`src/rtl/bus_irq_ctrl.sv`:
```
// Bus-mapped interrupt controller: edge/level request capture, enable mask,
// write-1-to-clear pending status, raw view and hold-off before irq.
module bus_irq_ctrl #(
  parameter int unsigned BUS_ADDR_WIDTH = 16,
  parameter int unsigned BUS_DATA_WIDTH = 32,
  parameter int unsigned BUS_IN_WIDTH   =
    BUS_ADDR_WIDTH + BUS_DATA_WIDTH + 2,
  parameter int unsigned BUS_OUT_WIDTH  = BUS_DATA_WIDTH + 3,
  parameter int unsigned ADDR           = 0,
  parameter int unsigned DATAWIDTH      = 32,
  parameter int unsigned HOLDOFF        = 15,
  parameter logic [BUS_DATA_WIDTH-1:0] MODE_RST   = '0,
  parameter logic [BUS_DATA_WIDTH-1:0] ENABLE_RST = '0
) (
  input  logic                     bus_clk,
  input  logic                     bus_reset,
  input  logic [BUS_IN_WIDTH-1:0]  bus_in,
  output logic [BUS_OUT_WIDTH-1:0] bus_out,
  input  logic [DATAWIDTH-1:0]     trig,
  output logic                     irq
);

  localparam int AW = BUS_ADDR_WIDTH;
  localparam int BW = BUS_DATA_WIDTH;
  localparam int DW = DATAWIDTH;
  localparam int CW =
    (HOLDOFF > 0) ? $clog2(HOLDOFF + 1) : 1;
  localparam logic [AW-1:0] BASE = AW'(ADDR);
  localparam logic [CW-1:0] HOLD = CW'(HOLDOFF);

  logic [AW-1:0] addr;
  logic          re;
  logic          we;
  logic [BW-1:0] wdata;

  assign addr  = bus_in[BUS_IN_WIDTH-1 -: AW];
  assign re    = bus_in[BW+1];
  assign we    = bus_in[BW];
  assign wdata = bus_in[BW-1:0];

  logic unused_bits;
  assign unused_bits = ^{addr[1:0], wdata};

  logic [AW-3:0] off;
  logic          hit;
  logic [1:0]    idx;

  // Word offset wraps on addresses below the base, so one compare suffices.
  assign off = addr[AW-1:2] - BASE[AW-1:2];
  assign hit = (off[AW-3:2] == '0);
  assign idx = off[1:0];

  logic [DW-1:0] pend_q, pend_d;
  logic [DW-1:0] en_q, en_d;
  logic [DW-1:0] mode_q, mode_d;
  logic [DW-1:0] trig_q;
  logic [CW-1:0] cnt_q, cnt_d;
  logic          irq_q, irq_d;

  logic [DW-1:0] clr;
  logic [DW-1:0] set;
  logic          rd_ack;
  logic          wr_ack;
  logic [DW-1:0] rsel;
  logic [BW-1:0] rdata;

  assign rd_ack = hit & re;
  assign wr_ack = hit & we;

  always_comb begin
    rsel = '0;
    if (rd_ack) begin
      unique case (idx)
        2'd0: rsel = pend_q;
        2'd1: rsel = en_q;
        2'd2: rsel = mode_q;
        2'd3: rsel = trig;
      endcase
    end
  end

  always_comb begin
    rdata         = '0;
    rdata[DW-1:0] = rsel;
  end

  assign bus_out = {rdata, rd_ack, wr_ack, 1'b0};

  always_comb begin
    en_d   = en_q;
    mode_d = mode_q;
    clr    = '0;
    if (wr_ack) begin
      unique case (idx)
        2'd0: clr    = wdata[DW-1:0];
        2'd1: en_d   = wdata[DW-1:0];
        2'd2: mode_d = wdata[DW-1:0];
        2'd3: ;
      endcase
    end
  end

  // Set is applied after the clear, so a live request always survives it.
  assign set    = (mode_q & trig) | (~mode_q & trig & ~trig_q);
  assign pend_d = (pend_q & ~clr) | set;

  always_comb begin
    cnt_d = '0;
    if (|(pend_d & ~pend_q))
      cnt_d = HOLD;
    else if (cnt_q != '0)
      cnt_d = cnt_q - CW'(1);
    irq_d = (cnt_q == '0) & |(pend_q & en_q);
  end

  always_ff @(posedge bus_clk or posedge bus_reset) begin
    if (bus_reset) begin
      pend_q <= '0;
      trig_q <= '0;
      cnt_q  <= '0;
      irq_q  <= 1'b0;
      en_q   <= ENABLE_RST[DW-1:0];
      mode_q <= MODE_RST[DW-1:0];
    end else begin
      pend_q <= pend_d;
      trig_q <= trig;
      cnt_q  <= cnt_d;
      irq_q  <= irq_d;
      en_q   <= en_d;
      mode_q <= mode_d;
    end
  end

  assign irq = irq_q;

endmodule

```
`config.mk`:
```
export PLATFORM = sky130hd
export DESIGN_NAME = bus_irq_ctrl
export DESIGN_NICKNAME = d
export VERILOG_FILES = /design/src/rtl/bus_irq_ctrl.sv
export SDC_FILE = /design/constraint.sdc
export NUM_CORES = 1
export LEC_CHECK = 0
export CORE_MARGIN = 2
export CORE_UTILIZATION = 40
export CTS_BUF_LIST = sky130_fd_sc_hd__clkbuf_8
export CTS_CLUSTER_DIAMETER = 120
export DETAILED_ROUTE_END_ITERATION = 12
export GPL_TIMING_DRIVEN = 0
export PLACE_DENSITY = 0.63
export REMOVE_ABC_BUFFERS = 1
export SETUP_SLACK_MARGIN = 0.15
export SYNTH_ARGS = -nofsm -noshare
export SYNTH_HDL_FRONTEND = slang
export SYNTH_SLANG_ARGS = --single-unit
```
`constraint.sdc`:
```
create_clock -name bus_clk -period 6.3 [get_ports bus_clk]
set_clock_uncertainty 0.2 [all_clocks]
set_input_delay 1.26 -clock bus_clk [delete_from_list [all_inputs] [get_ports bus_clk]]
set_output_delay 1.26 -clock bus_clk [all_outputs]
set_load 0.05 [all_outputs]
```
==> flow_summary.json, run 1 <==
{
  "status": "complete, no violations",
  "ctsResizeCount": 0,
  "synth.largest_area_cell": "dfrtp_1",
  "row_count": 46,
  "r2r-end": "cnt_q[0]",
  "grt_pass1_vias": 4826,
  "synthArstFlopShare": 1.00,
  "yosys-top-cells-area": "dfrtp_1, mux4_2, mux2_4",
  "critPathTopFamily": "simple AND/OR/NAND/NOR gates",
  "ctsLongestPathBuffers": 2,
  "fin_area_mm2": 0.00822,
  "synth_common_cells": "dfrtp_1, nand2_1, a22o_1",
  "grt.total_usage": 0.202,
  "final_nets": 671,
  "synth-seq-cells": 133,
  "r2r_cells": 5,
  "cts_tree": "done",
  "final_cells": 815,
  "syn_inst": 472,
  "synth_area_mm2": 0.00648,
  "max_freq_mhz": 186,
  "clkPwrFrac": 0.376,
  "power_leakage_nw": 3.67,
  "maxSlewViolCount": 0,
  "path_clk_slew_ns": 0.07,
  "wl_met2_mm": 7.93,
  "critPathKind": "input pin to output pin",
  "ys_types": 33,
  "diodes": 0,
  "io_pins": 120,
  "worstPathArrival_ns": 3.92,
  "grt_pass1_wl_mm": 26.7,
  "fillCellCount": 1390,
  "endpoint": "bus_out[5]",
  "htree_levels": 4,
  "antenna_found_initial": 0,
  "end_kind": "output pin",
  "internal_power_w": 0.00126,
  "pwr-share-seq": 0.528,
  "pwr-share-comb": 0.096,
  "root_buffer": "clkbuf_8",
  "rsz0062_at_grt": "false",
  "switchingPower_w": 0.000394,
  "route.met3.wl_mm": 1.11,
  "ant_nets": 0,
  "switching_share": 0.237,
  "synth.top_cell.area_share": 0.513,
  "ctsHoldBuffers": 0,
  "ys_warn_count": 0,
  "cp_slowest_cell": "clkdlybuf4s50_1",
  "avgViaCountPerCell": 5.47,
  "seq_area_frac_synth": 0.513,
  "synth_most_common_cell": "dfrtp_1",
  "hold_class": "flop to flop",
  "die_h_um": 131,
  "hold_violations": 0,
  "synthToLayoutAreaGrowth_pct": 26.8,
  "dieWidth_um": 131,
  "worst_slew_pin_slew_ns": 0.830,
  "cts_setup_buffers": 0,
  "top_layer": "met4",
  "numPortBuffers": 116,
  "cp_data_required_time_ns": 4.84,
  "path_cells": "clkdlybuf4s50_1, nor4_1, and3_2, and3_1, clkdlybuf4s50_1",
  "min_period_ns": 5.38,
  "synth-edff-count": 0,
  "worstHoldPathCells": 1,
  "totalWireLength_mm": 16.7,
  "drive_gt1_frac": 0.232,
  "met1_length_mm": 7.51,
  "peakVddDrop_mv": 0.126,
  "drc_errors": 0,
  "drv_cap": 0,
  "slowest_delay_ns": 0.82,
  "finalCritPeriodShare": 0.854,
  "cp.depth": 5,
  "rr_startpoint": "mode_q[7]",
  "wl_per_cell_um": 20.5,
  "initial_core_util": 0.408,
  "place_inst": 784,
  "rrSetupSlack_ns": 4.29,
  "max-slew-margin-rel": 0.447,
  "powerDensity_mw_per_mm2": 202,
  "synth_flop_cell": "dfrtp_1",
  "crit_path_start_kind": "input pin",
  "hpwlAfterDp_mm": 11.4,
  "setup_violations": 0,
  "dpl_cell_area_mm2": 0.00789,
  "drt-initial-drc-count": 184,
  "grt_start_max_net_pins": 101,
  "dr.pass1.iters": 4,
  "crit_fanout": 35,
  "num_vias": 4462,
  "cts.sinks": 133,
  "dieArea_mm2": 0.0172,
  "crit_buf_inv": 2,
  "worstSkewPairLatency_ns": 0.44,
  "cpMostUsedCell": "clkdlybuf4s50_1",
  "startpoint": "bus_in[39]",
  "core_area_mm2": 0.0159,
  "cts_buffers": 17,
  "gp_congestion": 0.821,
  "grt_overflow": 0,
  "syn_avg_cell_area_um2": 13.7
}
[cell type report]
type	instances	area (um^2)	share of cell area
flip-flops and latches	133	3330	0.405
multi-input cells	308	2970	0.361
repair buffers	124	1300	0.158
clock buffers	22	303	0.0368
well taps	216	270	0.0329
clock inverters	9	38.8	0.00472
inverters	3	16.3	0.00198
[power by group through the flow]
stage / sequential [W] / clock [W] / combinational [W]
after floorplan: 0.000891 / 0 / 0.0000607
after global placement: 0.000891 / 0 / 0.000158
after detailed placement: 0.000892 / 0 / 0.000161
after CTS: 0.000875 / 0.000642 / 0.000162
after global routing: 0.000876 / 0.000679 / 0.000174
final: 0.000876 / 0.000623 / 0.000160
[kinds of logic (layout without fill, tap and decap cells)]
group,Yosys count,in the layout,share of synthesized area
simple gates,150,150,0.137
mux,97,97,0.241
other cells,1,1,0.000578
flops,133,133,0.513
compound gates,60,60,0.0785
buf+inv,31,158,0.0289
[per-stage QoR]
step | utilization | setup slack [ns] | total power [W] | TNS [ns] | hold slack (ns)
global placement | 0.487 | -0.550 | 0.00105 | -97.11 | 0.297
finish | 0.518 | 0.919 | 0.00166 | 0 | 0.315
detailed placement | 0.496 | 0.928 | 0.00105 | 0 | 0.302
floorplan | - | 1.29 | 0.000951 | 0 | 0.276
global route | 0.518 | 0.815 | 0.00173 | 0 | 0.349
CTS | 0.518 | 0.926 | 0.00168 | 0 | 0.319
[worst register-to-register path, delay by kind of cell, from the launching register on]
family | cells | cell delay (ns)
simple gates | 3 | 0.91
flops | 1 | 0.40
compound gates | 2 | 0.35
[layout by cell type, fill, tap and decap left out]
master / synthesis / final
nand2_4: 1 / 1
mux4_2: 32 / 32
clkbuf_8: 0 / 22
buf_12: 0 / 1
nor2_1: 2 / 2
buf_16: 0 / 2
nor2b_1: 1 / 1
o2111ai_1: 8 / 8
nand4_1: 4 / 4
o31ai_1: 1 / 1
dfrtp_1: 133 / 133
mux2_4: 30 / 30
clkdlybuf4s50_1: 0 / 113
inv_6: 0 / 1
and3_1: 30 / 29
o21ai_0: 1 / 1
inv_1: 3 / 7
nand3_1: 2 / 2
a22o_1: 36 / 36
buf_2: 6 / 3
nand2_1: 42 / 42
a22oi_1: 8 / 8
nand3b_1: 24 / 24
mux2_1: 3 / 3
buf_8: 0 / 5
a221oi_1: 4 / 4
conb_1: 1 / 1
o211ai_1: 1 / 1
clkinv_2: 0 / 4
nor4_1: 6 / 6
mux2i_1: 1 / 1
nor3b_4: 2 / 2
nand2b_1: 32 / 32
mux2_2: 31 / 31
and3_2: 4 / 5
o31a_1: 1 / 1
[per-layer routing]
layer  global-route usage  vias to the layer above
met5                    0                        -
li1                     -                     2022
met3               0.0563                       14
met2                0.321                      143
met1                0.272                     2283
met4               0.0574                        0
[sequential cells by signal (all words and copies together), names as in the netlist]
signal	flops
trig_q	32
cnt_q	4
mode_q	32
irq	1
pend_q	32
en_q	32
[how the worst min path moves through the flow]
stage,from,endpoint,slack [ns]
2_1_floorplan,en_q[7],en_q[7],0.28
3_3_place_gp,en_q[7],en_q[7],0.30
3_5_place_dp,en_q[8],en_q[8],0.30
4_1_cts,en_q[8],en_q[8],0.32
5_1_grt,mode_q[26],mode_q[26],0.35
6_report,en_q[8],en_q[8],0.31
Note: power is estimated with default switching activity, not from simulation.
==> run 2: changes to the inputs <==
- HOLD_SLACK_MARGIN: unset -> 0.06
==> results of run 2 <==
Same layout as run 1: the final DEF is identical, and so are final timing and power.
